File: src/rtl/des_decrypt_core.sv
// Iterative DES decryption: one Feistel round per clock, subkeys generated in reverse order
// by rotating C/D right. Valid/ready handshake on both the ciphertext and plaintext sides.
module des_decrypt_core #(
    parameter int unsigned KEY_PARITY_CHECK = 0
) (
    input  logic        clk,
    input  logic        rst_n,
    input  logic        in_valid,
    output logic        in_ready,
    input  logic [63:0] in_block,
    input  logic [63:0] in_key,
    output logic        out_valid,
    input  logic        out_ready,
    output logic [63:0] out_block,
    output logic        key_err
);

    typedef enum logic [1:0] {StIdle, StRound, StDone} state_e;

    localparam int IpTbl [64] = '{
        58, 50, 42, 34, 26, 18, 10, 2, 60, 52, 44, 36, 28, 20, 12, 4,
        62, 54, 46, 38, 30, 22, 14, 6, 64, 56, 48, 40, 32, 24, 16, 8,
        57, 49, 41, 33, 25, 17, 9, 1, 59, 51, 43, 35, 27, 19, 11, 3,
        61, 53, 45, 37, 29, 21, 13, 5, 63, 55, 47, 39, 31, 23, 15, 7};

    localparam int FpTbl [64] = '{
        40, 8, 48, 16, 56, 24, 64, 32, 39, 7, 47, 15, 55, 23, 63, 31,
        38, 6, 46, 14, 54, 22, 62, 30, 37, 5, 45, 13, 53, 21, 61, 29,
        36, 4, 44, 12, 52, 20, 60, 28, 35, 3, 43, 11, 51, 19, 59, 27,
        34, 2, 42, 10, 50, 18, 58, 26, 33, 1, 41, 9, 49, 17, 57, 25};

    localparam int ETbl [48] = '{
        32, 1, 2, 3, 4, 5, 4, 5, 6, 7, 8, 9, 8, 9, 10, 11, 12, 13, 12, 13, 14, 15, 16, 17,
        16, 17, 18, 19, 20, 21, 20, 21, 22, 23, 24, 25, 24, 25, 26, 27, 28, 29, 28, 29, 30, 31,
        32, 1};

    localparam int PTbl [32] = '{
        16, 7, 20, 21, 29, 12, 28, 17, 1, 15, 23, 26, 5, 18, 31, 10,
        2, 8, 24, 14, 32, 27, 3, 9, 19, 13, 30, 6, 22, 11, 4, 25};

    localparam int Pc1Tbl [56] = '{
        57, 49, 41, 33, 25, 17, 9, 1, 58, 50, 42, 34, 26, 18,
        10, 2, 59, 51, 43, 35, 27, 19, 11, 3, 60, 52, 44, 36,
        63, 55, 47, 39, 31, 23, 15, 7, 62, 54, 46, 38, 30, 22,
        14, 6, 61, 53, 45, 37, 29, 21, 13, 5, 28, 20, 12, 4};

    localparam int Pc2Tbl [48] = '{
        14, 17, 11, 24, 1, 5, 3, 28, 15, 6, 21, 10, 23, 19, 12, 4, 26, 8, 16, 7, 27, 20, 13, 2,
        41, 52, 31, 37, 47, 55, 30, 40, 51, 45, 33, 48, 44, 49, 39, 56, 34, 53, 46, 42, 50, 36,
        29, 32};

    // Indexed [box][row*16 + column]
    localparam int SboxTbl [8][64] = '{
        '{14, 4, 13, 1, 2, 15, 11, 8, 3, 10, 6, 12, 5, 9, 0, 7,
          0, 15, 7, 4, 14, 2, 13, 1, 10, 6, 12, 11, 9, 5, 3, 8,
          4, 1, 14, 8, 13, 6, 2, 11, 15, 12, 9, 7, 3, 10, 5, 0,
          15, 12, 8, 2, 4, 9, 1, 7, 5, 11, 3, 14, 10, 0, 6, 13},
        '{15, 1, 8, 14, 6, 11, 3, 4, 9, 7, 2, 13, 12, 0, 5, 10,
          3, 13, 4, 7, 15, 2, 8, 14, 12, 0, 1, 10, 6, 9, 11, 5,
          0, 14, 7, 11, 10, 4, 13, 1, 5, 8, 12, 6, 9, 3, 2, 15,
          13, 8, 10, 1, 3, 15, 4, 2, 11, 6, 7, 12, 0, 5, 14, 9},
        '{10, 0, 9, 14, 6, 3, 15, 5, 1, 13, 12, 7, 11, 4, 2, 8,
          13, 7, 0, 9, 3, 4, 6, 10, 2, 8, 5, 14, 12, 11, 15, 1,
          13, 6, 4, 9, 8, 15, 3, 0, 11, 1, 2, 12, 5, 10, 14, 7,
          1, 10, 13, 0, 6, 9, 8, 7, 4, 15, 14, 3, 11, 5, 2, 12},
        '{7, 13, 14, 3, 0, 6, 9, 10, 1, 2, 8, 5, 11, 12, 4, 15,
          13, 8, 11, 5, 6, 15, 0, 3, 4, 7, 2, 12, 1, 10, 14, 9,
          10, 6, 9, 0, 12, 11, 7, 13, 15, 1, 3, 14, 5, 2, 8, 4,
          3, 15, 0, 6, 10, 1, 13, 8, 9, 4, 5, 11, 12, 7, 2, 14},
        '{2, 12, 4, 1, 7, 10, 11, 6, 8, 5, 3, 15, 13, 0, 14, 9,
          14, 11, 2, 12, 4, 7, 13, 1, 5, 0, 15, 10, 3, 9, 8, 6,
          4, 2, 1, 11, 10, 13, 7, 8, 15, 9, 12, 5, 6, 3, 0, 14,
          11, 8, 12, 7, 1, 14, 2, 13, 6, 15, 0, 9, 10, 4, 5, 3},
        '{12, 1, 10, 15, 9, 2, 6, 8, 0, 13, 3, 4, 14, 7, 5, 11,
          10, 15, 4, 2, 7, 12, 9, 5, 6, 1, 13, 14, 0, 11, 3, 8,
          9, 14, 15, 5, 2, 8, 12, 3, 7, 0, 4, 10, 1, 13, 11, 6,
          4, 3, 2, 12, 9, 5, 15, 10, 11, 14, 1, 7, 6, 0, 8, 13},
        '{4, 11, 2, 14, 15, 0, 8, 13, 3, 12, 9, 7, 5, 10, 6, 1,
          13, 0, 11, 7, 4, 9, 1, 10, 14, 3, 5, 12, 2, 15, 8, 6,
          1, 4, 11, 13, 12, 3, 7, 14, 10, 15, 6, 8, 0, 5, 9, 2,
          6, 11, 13, 8, 1, 4, 10, 7, 9, 5, 0, 15, 14, 2, 3, 12},
        '{13, 2, 8, 4, 6, 15, 11, 1, 10, 9, 3, 14, 5, 0, 12, 7,
          1, 15, 13, 8, 10, 3, 7, 4, 12, 5, 6, 11, 0, 14, 9, 2,
          7, 11, 4, 1, 9, 12, 14, 2, 0, 6, 10, 13, 15, 3, 5, 8,
          2, 1, 14, 7, 4, 10, 8, 13, 15, 12, 9, 0, 3, 5, 6, 11}};

    // Tables use DES numbering: bit 1 is the MSB of each vector
    function automatic logic [63:0] ip_perm(input logic [63:0] x);
        logic [63:0] y;
        for (int i = 0; i < 64; i++) y[6'(63 - i)] = x[6'(64 - IpTbl[i])];
        return y;
    endfunction

    function automatic logic [63:0] fp_perm(input logic [63:0] x);
        logic [63:0] y;
        for (int i = 0; i < 64; i++) y[6'(63 - i)] = x[6'(64 - FpTbl[i])];
        return y;
    endfunction

    function automatic logic [47:0] e_perm(input logic [31:0] x);
        logic [47:0] y;
        for (int i = 0; i < 48; i++) y[6'(47 - i)] = x[5'(32 - ETbl[i])];
        return y;
    endfunction

    function automatic logic [31:0] p_perm(input logic [31:0] x);
        logic [31:0] y;
        for (int i = 0; i < 32; i++) y[5'(31 - i)] = x[5'(32 - PTbl[i])];
        return y;
    endfunction

    function automatic logic [55:0] pc1_perm(input logic [63:0] x);
        logic [55:0] y;
        for (int i = 0; i < 56; i++) y[6'(55 - i)] = x[6'(64 - Pc1Tbl[i])];
        return y;
    endfunction

    function automatic logic [47:0] pc2_perm(input logic [55:0] x);
        logic [47:0] y;
        for (int i = 0; i < 48; i++) y[6'(47 - i)] = x[6'(56 - Pc2Tbl[i])];
        return y;
    endfunction

    function automatic logic [31:0] f_func(input logic [31:0] r, input logic [47:0] k);
        logic [47:0] x;
        logic [31:0] s;
        logic [5:0]  b;
        x = e_perm(r) ^ k;
        s = '0;
        for (int j = 0; j < 8; j++) begin
            b = x[6'(47 - 6 * j) -: 6];
            s[5'(31 - 4 * j) -: 4] = 4'(SboxTbl[3'(j)][{b[5], b[0], b[4:1]}]);
        end
        return p_perm(s);
    endfunction

    state_e      state_q, state_d;
    logic [31:0] l_q, l_d, r_q, r_d;
    logic [27:0] c_q, c_d, d_q, d_d;
    logic [4:0]  rnd_q, rnd_d;
    logic [63:0] out_block_q, out_block_d;
    logic        key_err_q, key_err_d;

    logic [1:0]  shift;
    logic [27:0] c_rot, d_rot;
    logic [31:0] f_out;
    logic        parity_bad;

    // Round 1 reuses C0/D0 (= C16/D16); rounds 2, 9 and 16 undo a 1-bit shift, others 2
    always_comb begin
        shift = 2'd2;
        if (rnd_q == 5'd1) begin
            shift = 2'd0;
        end else if (rnd_q == 5'd2 || rnd_q == 5'd9 || rnd_q == 5'd16) begin
            shift = 2'd1;
        end
        case (shift)
            2'd0:    begin c_rot = c_q;                    d_rot = d_q;                    end
            2'd1:    begin c_rot = {c_q[0], c_q[27:1]};    d_rot = {d_q[0], d_q[27:1]};    end
            default: begin c_rot = {c_q[1:0], c_q[27:2]};  d_rot = {d_q[1:0], d_q[27:2]};  end
        endcase
        f_out = f_func(r_q, pc2_perm({c_rot, d_rot}));
    end

    always_comb begin
        parity_bad = 1'b0;
        for (int i = 0; i < 8; i++) parity_bad = parity_bad | ~(^in_key[8 * i +: 8]);
    end

    always_comb begin
        state_d     = state_q;
        l_d         = l_q;
        r_d         = r_q;
        c_d         = c_q;
        d_d         = d_q;
        rnd_d       = rnd_q;
        out_block_d = out_block_q;
        key_err_d   = key_err_q;
        case (state_q)
            StIdle: begin
                if (in_valid) begin
                    {l_d, r_d} = ip_perm(in_block);
                    {c_d, d_d} = pc1_perm(in_key);
                    rnd_d      = 5'd1;
                    key_err_d  = (KEY_PARITY_CHECK != 0) && parity_bad;
                    state_d    = StRound;
                end
            end
            StRound: begin
                l_d = r_q;
                r_d = l_q ^ f_out;
                c_d = c_rot;
                d_d = d_rot;
                if (rnd_q == 5'd16) begin
                    out_block_d = fp_perm({r_d, r_q});
                    state_d     = StDone;
                end else begin
                    rnd_d = rnd_q + 5'd1;
                end
            end
            StDone: begin
                if (out_ready) state_d = StIdle;
            end
            default: state_d = StIdle;
        endcase
    end

    always_ff @(posedge clk) begin
        if (!rst_n) begin
            state_q     <= StIdle;
            l_q         <= '0;
            r_q         <= '0;
            c_q         <= '0;
            d_q         <= '0;
            rnd_q       <= '0;
            out_block_q <= '0;
            key_err_q   <= 1'b0;
        end else begin
            state_q     <= state_d;
            l_q         <= l_d;
            r_q         <= r_d;
            c_q         <= c_d;
            d_q         <= d_d;
            rnd_q       <= rnd_d;
            out_block_q <= out_block_d;
            key_err_q   <= key_err_d;
        end
    end

    assign in_ready  = (state_q == StIdle);
    assign out_valid = (state_q == StDone);
    assign out_block = out_block_q;
    assign key_err   = key_err_q;

endmodule

File: config.mk
export PLATFORM = sky130hd
export DESIGN_NAME = des_decrypt_core
export DESIGN_NICKNAME = d
export VERILOG_FILES = /design/src/rtl/des_decrypt_core.sv
export SDC_FILE = /design/constraint.sdc
export NUM_CORES = 1
export LEC_CHECK = 0
export CORE_ASPECT_RATIO = 1.5
export CORE_MARGIN = 2
export CORE_UTILIZATION = 29
export DETAILED_ROUTE_END_ITERATION = 10
export PLACE_DENSITY = 0.89
export SLEW_MARGIN = 15
export SYNTH_ARGS = -nofsm -noshare
export SYNTH_HDL_FRONTEND = slang
export SYNTH_SLANG_ARGS = --single-unit
File: constraint.sdc
create_clock -name clk -period 1.7 [get_ports clk]
set_input_delay 0.34 -clock clk [delete_from_list [all_inputs] [get_ports clk]]
set_output_delay 0.34 -clock clk [all_outputs]
set_load 0.01 [all_outputs]
=== Yosys cells after proc, flatten, opt, wreduce, memory -nomap -nowiden ===
Memories as Yosys holds them, arrays and structs flattened.
Index checks and enable logic that the tools add are counted.

* Add/sub/neg operators: 1
* Magnitude comparators: 4
* Eq/ne operators: 12
* Mux-type cells: 23
* Bitwise gates (word level): 6
* Reductions and logical operators: 10

{| class="wikitable"
|+ Operator list
! cell !! number
|-
| 28-bit one-hot mux with 2 select lines || 2
|-
| 32-bit 2-to-1 mux || 2
|-
| 32-bit one-hot mux with 2 select lines || 1
|-
| 32-bit bitwise XOR || 1
|-
| 7-bit >= comparator, second input constant || 4
|-
| 28-bit 2-to-1 mux || 1
|-
| 6-bit inverter with 7-bit output || 4
|-
| 24-bit bitwise XOR || 1
|-
| 2-bit 2-to-1 mux || 7
|-
| 3-bit 2-to-1 mux || 4
|-
| 5-bit 2-to-1 mux || 2
|-
| 5-bit one-hot mux with 2 select lines || 1
|-
| 3-bit AND reduction || 3
|-
| 4-bit 2-to-1 mux || 2
|-
| 2-bit != test, second input constant || 4
|-
| 2-bit one-hot mux with 3 select lines || 1
|-
| 5-bit by 1-bit adder with 5-bit output, second input constant || 1
|-
| 5-bit by 1-bit equality test with 1-bit output, second input constant || 1
|-
| 5-bit by 2-bit equality test with 1-bit output, second input constant || 1
|-
| 5-bit by 4-bit equality test with 1-bit output, second input constant || 1
|-
| 5-bit equality test, second input constant || 1
|-
| 2-bit by 1-bit equality test with 1-bit output, second input constant || 2
|-
| 2-bit logical NOT || 2
|-
| 2-bit AND reduction || 2
|-
| other kinds (4) || 5
|}

* Bits in registers: 115
* ROM bits: 8192
* Input port bits: 132
* Output and inout port bits: 67
* Logic and storage cells: 67
* Memories: 4

{| class="wikitable"
|+ Memories
! name !! depth !! bits a word !! rd ports !! clocked after Yosys merged registers in !! write ports !! RTL line !! text
|-
| (name not given) || 64 || 32 || 1 || 0 || 0 || 132 || <nowiki>s[5'(31 - 4 * j) -: 4] = 4'(SboxTbl[3'(j)][{b[5], b[0], b[4:1]}]);</nowiki>
|-
| (name not given) || 64 || 32 || 1 || 0 || 0 || 132 ||
|-
| (name not given) || 64 || 32 || 1 || 0 || 0 || 132 ||
|-
| (name not given) || 64 || 32 || 1 || 0 || 0 || 132 ||
|}

=== Depth between registers and ports, before layout ===
Gate-level depths: netlist of the first run.

* Depth in word-level cells: 14
* Gate-level depth with buffers: 7
* Mapped depth without buffers: 5

=== Worst setup path after synthesis of the first run ===
Ideal clock, no wire load.

* Kind: register to register
* Start point: reg rnd_q[0]
* End point: reg state_q[1]
* Library setup time: 128 ps
* Arrival time: 1289 ps
* Setup slack: 283 ps
* Stages on the path, launching flop included: 8
* Path buffers: 2
* Path through: dfxtp_1 -> inv_1 -> ha_1 -> and4bb_2 -> buf_4 -> buf_6 -> a22oi_1 -> nor2_1

* Cells in the longest elaborated chain, start to end: 3

{| class="wikitable"
|+ RTL lines
! element !! RTL line !! text
|-
| from (decl) || 140 || <nowiki>logic [4:0] rnd_q, rnd_d;</nowiki>
|-
| from (signal assigned) || 224 || <nowiki>rnd_q <= rnd_d;</nowiki>
|-
| 5-bit equality test || 194 || <nowiki>if (rnd_q == 5'd16) begin</nowiki>
|-
| 2-bit != test (no line) || n/a ||
|-
| 3-bit AND reduction (no line) || n/a ||
|-
| to (signal assigned) || 210 || <nowiki>state_q <= StIdle;</nowiki>
|-
| to (signal assigned) || 219 || <nowiki>state_q <= state_d;</nowiki>
|-
| to (decl) || 137 || <nowiki>state_e state_q, state_d;</nowiki>
|}

No other way between the ends.
A chain may end at the register's enable or synchronous reset.

=== Worst setup path in the final report of the first run ===
* Start point: in in_valid
* End point: reg r_q[20]

* Cells in the longest elaborated chain, start to end: 2

{| class="wikitable"
|+ RTL lines
! element !! RTL line !! text
|-
| from (decl) || 8 || <nowiki>input logic in_valid,</nowiki>
|-
| 2-bit != test (no line) || n/a ||
|-
| 2-bit AND reduction (no line) || n/a ||
|-
| to (signal assigned) || 221 || <nowiki>r_q <= r_d;</nowiki>
|-
| to (decl) || 138 || <nowiki>logic [31:0] l_q, l_d, r_q, r_d;</nowiki>
|}

No other way between the ends.

==> run_results.csv, run 1 <==
group,metric,value,unit
status,status,"complete, no violations",
routing,wire_per_inst,12.27,µm
layout,final_nets,399,
floorplan,io_pins,199,
power,ir_drop,0.5995,mV
setup_path,worstSetupPathType,"input port to flop",
logic_synthesis,synth_compound_area_frac,0.1795,
logic_synthesis,syn_avg_cell_area,8.775,µm²
logic_synthesis,yosys.area_share.simple,0.1413,
setup_path,end_kind,"flop",
setup_path,slowest_stage,"o21bai_1",
clock_network,clockBufferDepth,2,
setup_path,crit_required,1.93,ns
routing,drt_first_pass_iters,4,
logic_synthesis,yosys.area.top_type,"dfxtp_1",
sta,setup_viol,0,
routing,drcViolationCount,0,
power,p_clk_frac,0.400,
floorplan,start_util,0.3010,
sta,finalCriticalPeriod,1.569,ns
logic_synthesis,ys_types,36,
global_routing,grt_pass1_vias,1454,
global_routing,grt_max_degree,20,
global_routing,grt.total_usage,0.1138,
setup_path,start_kind,"input port",
clock_network,cts_hold_buffers,0,
power,p_comb_frac,0.119,
power,switchingPower,0.0004710,W
worst_hold_path,hp-class,"flop to flop",
logic_synthesis,yosys_warnings,0,
sta,rsz0062_at_grt,"false",
setup_path,path_cells,"clkdlybuf4s50_1, o21bai_1, buf_4, a22oi_1, nor2_1",
logic_synthesis,seq_area_frac_synth,0.3972,
floorplan,dieWidth,71.22,µm
routing,wirelength,4198,µm
logic_synthesis,synth_top_cell_area_share,0.3972,
layout,area_delta_synth_final,20.62,%
routing,antenna_left,0,
global_routing,grt_remaining_overflow,0,
sta,slew-limit-headroom,0.5408,
clock_network,cts_inserted_buffers,5,
clock_network,tritoncts,"yes",
clock_network,clk_pin_slew,0.08,ns
power,leakage,0.9507,nW
job,timing.max_cap.violations,0,
sta,hold-worst-slack,0.4713,ns
layout,final_layout_size_suffix_gt1_frac,0.1053,
global_routing,grt_antenna_before_repair,0,
sta,period_share,0.9227,
placed_design,gp_congestion,0.7904,
setup_path,critPathMaxFanout,8,
power,p_total,0.001975,W
placed_design,port_buffers,37,
logic_synthesis,yosys-mux-area-fraction,0.01528,
routing,vias,1564,
clock_network,clock-root-buffer,"clkbuf_8",
logic_synthesis,synth.area.top_cells,"dfxtp_1 (40%), buf_4 (21%), a22oi_1 (6.5%)",
logic_synthesis,syn-cell-area,1966,µm²
floorplan,dieArea,7466,µm²
power,switching_share,0.2385,
power,seqPwrFrac,0.481,
routing,initialDrtViolationCount,61,
setup_path,critPathArrivalTime,1.80,ns
sta,worst_pin_slew,0.6874,ns
floorplan,die_h,104.8,µm
setup_path,cpPeakStageDelay,0.56,ns
clock_network,cts_sinks,39,
floorplan,std_cell_rows,36,
sta,hold_viol,0,
logic_synthesis,synth_top_family_by_area,"buffers and inverters",
logic_synthesis,synthXorXnorAreaFrac,0,
sta,clock.fmax,637.5,MHz
clock_network,cts_setup_buffers,0,
logic_synthesis,syn_inst,224,
clock_network,h-tree-depth,2,
floorplan,coreArea,6531,µm²
logic_synthesis,ys_ff_latch,39,
routing,viasPerCell,4.573,
clock_network,ctsResizeCount,4,
sta,fin_skew,0.007468,ns
clock_network,insertion_delay,0.29,ns
power,power_density,832.9,nW/µm²
layout,diodes,0,
logic_synthesis,synthAdderAreaFrac,0.01273,
sta,final-max-slew-violation-count,0,
global_routing,grt_first_pass_wirelength,6824,µm
power,p_int,0.001504,W
placed_design,dp_hpwl,3247,µm
-- cells in the mapped netlist --
| library cell | instances |
|---|---|
| and2_1 | 1 |
| a21o_1 | 1 |
| nor2b_1 | 2 |
| clkinv_1 | 1 |
| o21ai_1 | 2 |
| a21oi_2 | 1 |
| clkbuf_1 | 4 |
| dfxtp_1 | 39 |
| a221oi_1 | 1 |
| nor2_1 | 18 |
| buf_4 | 55 |
| nand2b_1 | 1 |
| nand4bb_1 | 1 |
| buf_6 | 3 |
| nand3b_1 | 1 |
| a21oi_1 | 16 |
| a2bb2oi_1 | 1 |
| nand2b_2 | 1 |
| clkbuf_2 | 1 |
| nor3b_4 | 1 |
| o21bai_1 | 1 |
| mux2i_1 | 3 |
| and4bb_2 | 1 |
| nand2_1 | 3 |
| buf_2 | 2 |
| a22oi_1 | 17 |
| o21ai_0 | 14 |
| a22o_1 | 1 |
| inv_1 | 4 |
| or3_1 | 1 |
| nor3_1 | 1 |
| nand3_1 | 19 |
| and3b_1 | 1 |
| o211ai_1 | 2 |
| ha_1 | 2 |
| conb_1 | 1 |
-- power by group through the flow --
stage / logic, W / clock network [W] / registers, W
4_1_cts: 0.000232 / 0.000802 / 0.000950
5_1_grt: 0.000256 / 0.000842 / 0.000953
3_3_place_gp: 0.000226 / 0 / 0.000970
2_1_floorplan: 0.000236 / 0 / 0.000968
3_5_place_dp: 0.000233 / 0 / 0.000971
6_report: 0.000234 / 0.000790 / 0.000951
-- cells by family after synthesis --
| logic type | after synthesis |
|---|---|
| DFF | 39 |
| muxes | 3 |
| other | 1 |
| and+or+nand+nor | 52 |
| adders and majority gates | 2 |
| buffers and inverters | 70 |
| AOI/OAI and AO/OA | 57 |
-- metal layers --
layer  GRT usage  wire [µm]  vias up
li1            -          -      748
met1      0.1309       1581      711
met2      0.1964       2145       99
met3     0.02314        383        6
met4     0.05391         87        0
met5           0          0        -
-- path summary, 6_finish.rpt --
check                  start           end  slack, ns  cells after the start
setup / recovery    in_valid       r_q[20]       0.13                      5
hold / removal       r_q[31]  out_block[7]       0.47                      2
setup reg to reg  state_q[0]       r_q[20]       0.19                      4
hold reg to reg      r_q[31]  out_block[7]       0.47                      2
-- placed cells by master (no fill, tap or decap), types with 2 or more instances in the layout --
master,instances
inv_1,4
dfxtp_1,38
a21oi_1,16
o21ai_1,2
conb_1,49
nor2_1,18
mux2i_1,3
buf_4,13
nand2_1,3
o21ai_0,14
nand3_1,19
o211ai_1,2
clkdlybuf4s50_1,35
ha_1,2
clkbuf_8,6
a22oi_1,17
dlygate4sd2_1,2
-- through the flow --
stage	utilization	setup slack (ns)	area, µm²	TNS (ns)	cells
global placement	0.3448	-0.08213	2252	-1.073	334
global route	0.3630	0.03172	2371	0	342
detailed placement	0.3448	-0.1717	2252	-2.280	334
finish	0.3630	0.1314	2371	0	342
CTS	0.3630	0.1179	2371	0	342
floorplan	-	0.2832	2146	0	272
-- state kept, by name, summed over array words and instances, names as in the netlist --
register,count
rnd_q,5
state_q,2
r_q,16
out_block,16
-- worst max-delay path: cells and delay by family --
kind / cells / cell delay [ns]
compound gates: 2 / 0.64
simple gates: 1 / 0.11
buf+inv: 2 / 0.70
-- layout make-up --
type | count | area (µm²)
Sequential cell | 39 | 782.0
Timing Repair Buffer | 51 | 485.5
Tap cell | 76 | 95.09
Multi-Input combinational cell | 163 | 872.1
Inverter | 5 | 18.77
Clock inverter | 2 | 35.03
Fill cell | 648 | 4160
Clock buffer | 6 | 82.58
No activity file was read; power rests on OpenSTA's default activity.
==> run 2, diff against run 1 <==
Settings changed: GPL_TIMING_DRIVEN from default to 0.
==> run 2 against run 1 <==
Effect of this change:
- global-route usage grew 0.78 points
- via count grew 10%
- sequential share of layout area shrank 3.9 points
- clock skew grew 0.0011 ns
- combinational power grew 36%
- count of clock-buffer cells in the layout is the same
- critical path depth shrank 2
- sequential power is essentially flat
- clock power shrank 21%
- routed wire length grew 12%
- non-clock buffer count grew 50
- critical endpoint is now out_valid
==> run_results.csv, run 2 (synthesis gave the netlist of run 1 again) <==
group,metric,value,unit
setup_path,slowest_stage,"dfxtp_1",
sta,final.setup.tns,0,ns
clock_network,cts_sinks,39,
setup_path,path_cells,"buf_4, nor2b_2, dlygate4sd2_1",
floorplan,die_h,104.8,µm
placed_design,gp_congestion,0.8416,
floorplan,std_cell_rows,36,
worst_hold_path,hp-class,"input port to flop",
sta,rsz0062_at_grt,"false",
routing,viasPerCell,4.414,
status,status,"complete, no violations",
layout,final_cell_mix,"buf_4 (55), conb_1 (49), dfxtp_1 (38)",
global_routing,grt_antenna_before_repair,0,
routing,vias,1726,
floorplan,dieWidth,71.22,µm
sta,setup_viol,0,
sta,setup_slack,0.1397,ns
placed_design,dp_hpwl,3558,µm
sta,fin_skew,0.008530,ns
placed_design,port_buffers,36,
routing,antenna_left,0,
clock_network,h-tree-depth,2,
floorplan,start_util,0.3010,
layout,fin_area,2693,µm²
power,ir_drop,0.5454,mV
setup_path,ff2ff_setup_slack,0.14,ns
routing,wirelength,4705,µm
global_routing,grt_first_pass_wirelength,7293,µm
placed_design,preCtsSetupSlack,0.01886,ns
clock_network,clk_pin_slew,0.08,ns
global_routing,grt_pass1_vias,1619,
power,power_density,702.6,nW/µm²
layout,final_nets,449,
placed_design,placed_cells,384,
sta,final-max-slew-violation-count,0,
layout,final_common_cell,"buf_4",
global_routing,grt_remaining_overflow,0,
job,timing.max_cap.violations,0,
sta,hold_viol,0,
clock_network,cts_inserted_buffers,5,
routing,drt_first_pass_iters,4,
power,switchingPower,0.0004758,W
setup_path,worstSetupPathType,"flop to output port",
sta,slew-limit-headroom,0.6541,
floorplan,coreArea,6531,µm²
sta,finalCriticalPeriod,1.560,ns
clock_network,tritoncts,"yes",
power,seqPwrFrac,0.503,
clock_network,clock-root-buffer,"clkbuf_8",
floorplan,dieArea,7466,µm²
power,p_comb_frac,0.168,
setup_path,critPathMaxFanout,9,
routing,initialDrtViolationCount,50,
setup_path,end_kind,"output port",
setup_path,start_kind,"flop",
clock_network,insertion_delay,0.29,ns
layout,postLayoutCoreUtil,0.4123,
layout,area_delta_synth_final,36.98,%
routing,wire_per_inst,12.03,µm
sta,clock.fmax,640.9,MHz
setup_path,crit_required,1.36,ns
setup_path,critPathArrivalTime,1.22,ns
clock_network,cts_hold_buffers,0,
global_routing,grt.total_usage,0.1216,
power,p_int,0.001416,W
power,p_clk_frac,0.328,
routing,drcViolationCount,0,
layout,diodes,0,
clock_network,clockBufferDepth,2,
layout,final_layout_size_suffix_gt1_frac,0.2349,
placed_design,place_area,2601,µm²
setup_path,cpPeakStageDelay,0.31,ns
global_routing,grt_max_degree,12,
power,leakage,1.193,nW
layout,fin_cells,391,
power,switching_share,0.2515,
floorplan,io_pins,199,
sta,worst_pin_slew,0.5189,ns
sta,period_share,0.9178,
## run 2: cell type report
type | count | area (µm²)
plain buffers | 65 | 479.2
clock buffers | 6 | 82.58
clock inverters | 1 | 5.005
fillers | 634 | 3839
inverters | 5 | 18.77
multi-input cells | 163 | 872.1
flip-flops and latches | 39 | 782.0
well taps | 76 | 95.09
repair buffers | 36 | 357.8
## run 2: critical path, delay by kind of cell (launching register included)
| kind | cells | cell delay [ns] |
|---|---|---|
| buf+inv | 2 | 0.44 |
| flops | 1 | 0.31 |
| simple gates | 1 | 0.18 |
## run 2: through the flow
stage          hold WS [ns]  total power (W)
2_1_floorplan        0.4434         0.001204
3_3_place_gp         0.4494         0.001274
3_5_place_dp         0.4615         0.001283
4_1_cts              0.3783         0.001890
5_1_grt              0.4039         0.001964
6_report             0.3817         0.001892
## run 2: timing repair
item	CTS	global route
endpoints found under the setup margin	2	10
gates resized for setup	3	2
setup buffers	0	0
## run 2: path summary, 6_finish.rpt
kind	cells past startpoint	end	startpoint
setup / recovery	3	out_valid	state_q[1]
hold / removal	2	state_q[0]	rst_n
setup reg to reg	7	out_block[13]	rnd_q[0]
hold reg to reg	2	out_block[7]	r_q[31]
## run 2: layer usage
metal | share of wire | up-vias | routed length [µm] | track usage
met5 | 0 | - | 0 | 0
met3 | 0.088 | 11 | 412 | 0.02797
li1 | - | 856 | - | -
met2 | 0.48 | 96 | 2271 | 0.2189
met4 | 0.024 | 0 | 114 | 0.06065
met1 | 0.41 | 763 | 1906 | 0.1285
## run 2: power groups by stage
stage	Sequential [W]	Clock, W	Combinational, W
2_1_floorplan	0.000968	0	0.000236
3_3_place_gp	0.000970	0	0.000304
3_5_place_dp	0.000971	0	0.000311
4_1_cts	0.000951	0.000627	0.000313
5_1_grt	0.000955	0.000663	0.000347
6_report	0.000952	0.000621	0.000318
==> run 3, diff against run 2 <==
Settings changed: CELL_PAD_IN_SITES_DETAIL_PLACEMENT from default to 0, CELL_PAD_IN_SITES_GLOBAL_PLACEMENT from default to 1, CORE_UTILIZATION 29 to 19, PLACE_DENSITY 0.89 to 0.9.
==> run 3 against run 2 <==
Effect of this change:
- die area up 50%
- clock skew down 0.0036 ns
- via count down 1.7%
- final cell count up 10%
- worst setup slack worse by 0.012 ns
- non-clock buffer count unchanged
- critical endpoint unchanged
==> run_results.csv, run 3 (synthesis gave the netlist of run 1 again) <==
group,metric,value,unit
clock_network,cts_inserted_buffers,5,
layout,final_nets,449,
sta,rsz0062_at_grt,"false",
status,status,"complete, no violations",
sta,hold_viol,0,
layout,final_layout_size_suffix_gt1_frac,0.2286,
power,leakage,1.219,nW
setup_path,slowest_stage,"dfxtp_1",
sta,setup_slack,0.1280,ns
sta,period_share,0.9247,
setup_path,cpPeakStageDelay,0.31,ns
routing,viasPerCell,3.928,
routing,wirelength,4919,µm
global_routing,grt.total_usage,0.08496,
global_routing,grt_pass1_vias,1591,
setup_path,rr_startpoint,"rnd_q[0]",
sta,setup_viol,0,
routing,drcViolationCount,0,
layout,nFillCells,1074,
clock_network,insertion_delay,0.28,ns
setup_path,end_kind,"output port",
floorplan,die_h,128.6,µm
clock_network,clk_pin_slew,0.06,ns
sta,slew-limit-headroom,0.6500,
clock_network,cts_setup_buffers,0,
routing,vias,1697,
setup_path,worstSetupPathType,"flop to output port",
routing,wire_per_inst,11.39,µm
setup_path,crit_required,1.36,ns
sta,hold-worst-slack,0.3929,ns
clock_network,h-tree-depth,2,
worst_hold_path,hp-class,"input port to flop",
layout,final_common_cell,"buf_4",
floorplan,start_util,0.1950,
sta,clock.fmax,636.1,MHz
sta,fin_skew,0.004944,ns
floorplan,dieArea,11190,µm²
layout,final_cell_mix,"buf_4 (55), conb_1 (49), dfxtp_1 (39)",
placed_design,preCtsSetupSlack,-0.02502,ns
floorplan,dieWidth,87.05,µm
setup_path,start_kind,"flop",
placed_design,port_buffers,36,
setup_path,critPathMaxFanout,9,
floorplan,std_cell_rows,45,
sta,final-max-slew-violation-count,0,
clock_network,cts_sinks,39,
layout,area_delta_synth_final,42.27,%
global_routing,grt_antenna_before_repair,0,
routing,drt_first_pass_iters,5,
job,timing.max_cap.violations,0,
global_routing,grt_first_pass_wirelength,7348,µm
floorplan,coreArea,10080,µm²
layout,diodes,0,
clock_network,cts_hold_buffers,0,
sta,worst_pin_slew,0.5250,ns
setup_path,cp_num_buf_inv,2,
layout,regArea,780.7,µm²
routing,antenna_left,0,
clock_network,tritoncts,"yes",
layout,multi_input_area,869.6,µm²
setup_path,critPathArrivalTime,1.23,ns
global_routing,grt_remaining_overflow,0,
routing,initialDrtViolationCount,45,
placed_design,gp_congestion,0.7613,
setup_path,path_cells,"buf_4, nor2b_1, dlygate4sd2_1",
global_routing,grt_max_degree,12,
clock_network,clock-root-buffer,"clkbuf_16",
clock_network,clockBufferDepth,2,
setup_path,crit_start,"state_q[1]",
power,power_density,780.4,nW/µm²
power,ir_drop,0.5343,mV
setup_path,critical-path-top-delay-family,"buffers and inverters",
sta,finalCriticalPeriod,1.572,ns
placed_design,dp_hpwl,3786,µm
floorplan,io_pins,199,
worst_hold_path,worstHoldStart,"rst_n",
-- run 3: cell counts in the layout (fill, tap and decap cells not counted) --
Identical to the previous run, type by type.
-- run 3: metrics by stage --
| stage | total power, W | util | TNS (ns) | instance area, µm² | instances |
|---|---|---|---|---|---|
| final | 0.002182 | 0.2775 | 0 | 2796 | 432 |
| after global routing | 0.002258 | 0.2775 | 0 | 2796 | 432 |
| after CTS | 0.002196 | 0.2772 | 0 | 2794 | 432 |
| after detailed placement | 0.001285 | 0.2632 | -0.04529 | 2653 | 425 |
| after global placement | 0.001279 | 0.2632 | 0 | 2653 | 425 |
| after floorplan | 0.001204 | - | 0 | 2146 | 272 |
-- run 3: final cells by class --
type / count / share of cell area
Tap cell: 117 / 0.05235
Buffer: 65 / 0.1714
Multi-Input combinational cell: 163 / 0.3110
Clock buffer: 6 / 0.04966
Sequential cell: 39 / 0.2792
Clock inverter: 1 / 0.001790
Inverter: 5 / 0.006711
Timing Repair Buffer: 36 / 0.1280
-- run 3: per-layer routing --
metal / GRT usage / up-vias / wire length, µm
met5: 0 / - / 0
met4: 0.06158 / 0 / 199
met3: 0.02053 / 13 / 416
met2: 0.1316 / 97 / 2214
met1: 0.1009 / 738 / 2089
li1: - / 849 / -
-- run 3: path summary, 6_finish.rpt --
path              endpoint  slack [ns]  cells past startpoint
min reg2reg  out_block[19]        0.47                      2
max reg2reg     state_q[1]        0.14                      7
min             state_q[0]        0.39                      2
max              out_valid        0.13                      3
-- run 3: worst reg2reg max path, cell delays in order, from the launching register on --
cell and delay, ns:
dfxtp_1 0.39, inv_1 0.08, ha_1 0.21, and4bb_2 0.22, buf_4 0.17, buf_6 0.15
a22oi_1 0.14, nor2_1 0.06
-- run 3: power by group --
part           internal, W  switching, W  total [W]
clock             0.000572      0.000340   0.000912
sequential        0.000937     0.0000150   0.000952
combinational     0.000161      0.000157   0.000318
total              0.00167      0.000512    0.00218
-- run 3: repair_timing --
| item | CTS | global route |
|---|---|---|
| gates resized for setup | 2 | 1 |
| endpoints found under the setup margin | 2 | 6 |
| pin swaps | 0 | 0 |
==> patch: new RTL, flow settings as in run 1 <==
Set the parameter `KEY_PARITY_CHECK` to 1 (it was 0).
--- a/src/rtl/des_decrypt_core.sv
+++ b/src/rtl/des_decrypt_core.sv
@@ -1,7 +1,7 @@
 // Iterative DES decryption: one Feistel round per clock, subkeys generated in reverse order
 // by rotating C/D right. Valid/ready handshake on both the ciphertext and plaintext sides.
 module des_decrypt_core #(
-    parameter int unsigned KEY_PARITY_CHECK = 0
+    parameter int unsigned KEY_PARITY_CHECK = 1
 ) (
     input  logic        clk,
     input  logic        rst_n,
Check against the original RTL: not settled (the Yosys comparison gave no result); the edit may change what the design does.
==> patch against run 1 <==
  * Synthesized area is 23% higher
  * Wire length is 27% higher
  * Die area is 22% higher
  * Non-clock buffer count is 58 higher
  * Sequential cell count is 1 higher
  * Final area is 50% higher
  * Worst setup slack worse by 42 ps
  * Final cell count is 36% higher
  * Critical path type unchanged
Power is not compared: it rests on default switching activity, and its combinational part moved more than twofold at a synthesized area within 25%.
==> patch: results (changes against run 1) <==
INFO  metric post_cts_resized = 0 (-4)
INFO  metric post_synth_inst_count = 254 (+13%)
INFO  metric cp_slowest_stage_delay = 480 ps (-80 ps)
INFO  metric wl_per_cell = 11.51 um (-6.3%)
INFO  metric final_layout_size_suffix_gt1_share = 4.722% (-5.8 points)
INFO  metric clk_pin_slew = 60 ps (-20 ps)
INFO  metric via_count_of_the_first_global_routing_pass = 1,860 (+28%)
INFO  metric setup.worst_path.start = in_key[3]
INFO  metric place.detailed.instances = 458 (+37%)
INFO  metric n_multi_input_combinational_cell = 201 (+23%)
INFO  metric ys_top_cells_by_area = sky130_fd_sc_hd__dfxtp_1, sky130_fd_sc_hd__xnor2_1, sky130_fd_sc_hd__buf_4, sky130_fd_sc_hd__nor2b_1, sky130_fd_sc_hd__mux2i_1
INFO  metric vias_per_cell = 4.108 (-10%)
INFO  metric share_of_cell_area_taken_by_multi_input_logic_gates = 38.81% (+2.0 points)
INFO  metric finish.cell_count_without_fillers = 465 (+36%)
INFO  metric worst_setup_path_endpoint = key_err$_SDFFE_PN0P_
INFO  metric clock-root-buffer = sky130_fd_sc_hd__clkbuf_16
INFO  metric area_share_clock_buf_inv = 3.881% (-1.1 points)
INFO  metric hold_slack = 520.7 ps (+49.37 ps)
INFO  metric met3_usage = 2.336% (+0.022 points)
INFO  metric worst_r2r_endpoint = rnd_q[3]$_SDFFE_PN0P_
INFO  metric final.setup_skew = 6.888 ps (-0.5804 ps)
INFO  metric timing.critical_path.fanout_max = 1 (-7)
INFO  metric hold_path_end = out_block[27]$_SDFFE_PN0P_
INFO  metric synth_seq_area_share = 33.02% (-6.7 points)
INFO  metric number_of_distinct_library_cell_variants_in_the_gate_level_netlist_after_synthesis = 31 (-14%)
INFO  metric postSynthAreaPerCell = 9.547 um^2 (+8.8%)
INFO  metric r2r.worst_path.cells = 8 (+4)
INFO  metric regToRegSetupSlack = 120 ps (-70 ps)
INFO  metric status = finished clean
INFO  metric place_hpwl = 4430 um (+36%)
INFO  metric global_route.usage.met1 = 11.37% (-1.7 points)
INFO  metric grt_first_pass_wirelength = 8487 um (+24%)
INFO  metric finalWorstPathRequiredPeriod = 1611 ps (+42.32 ps)
INFO  metric gpl_congestion = 0.7330 (-7.3%)
INFO  metric area_growth_syn_to_layout = 46.23%
INFO  metric critical_path_arrival = 1760 ps (-40 ps)
INFO  metric clockBufferCount = 5 (-1)
INFO  metric pre_cts_ws = -270.6 ps (-98.86 ps)
## patch: cell types whose count changed in the layout (fill, tap and decap cells not counted), sizes merged, moves of 13 or more
cell / before / now
clkdlybuf4s50: 35 / 101
mux2i: 3 / 16
a21oi: 17 / 1
o21ai: 16 / 2
nand3: 19 / 0
nor2b: 2 / 34
xnor2: 0 / 51
nor2: 18 / 5
## patch: layer usage
metal,vias up,share of wire (%)
li1,938,-
met1,859,34
met2,104,56
met3,9,7.6
met4,0,1.7
met5,-,0
## patch: kinds of logic (layout without fill, tap and decap cells)
family                     Yosys count  after routing  synth area share (%)
buffers and inverters               60            119                 17.49
AOI/OAI and AO/OA                   22             22                 6.553
DFF                                 40             40                 33.02
adders and majority gates            2              2                 1.032
other                                1             48                0.1547
xor gates and xnor gates            59             59                 21.31
and+or+nand+nor                     54             54                 13.83
muxes                               16             16                 6.605
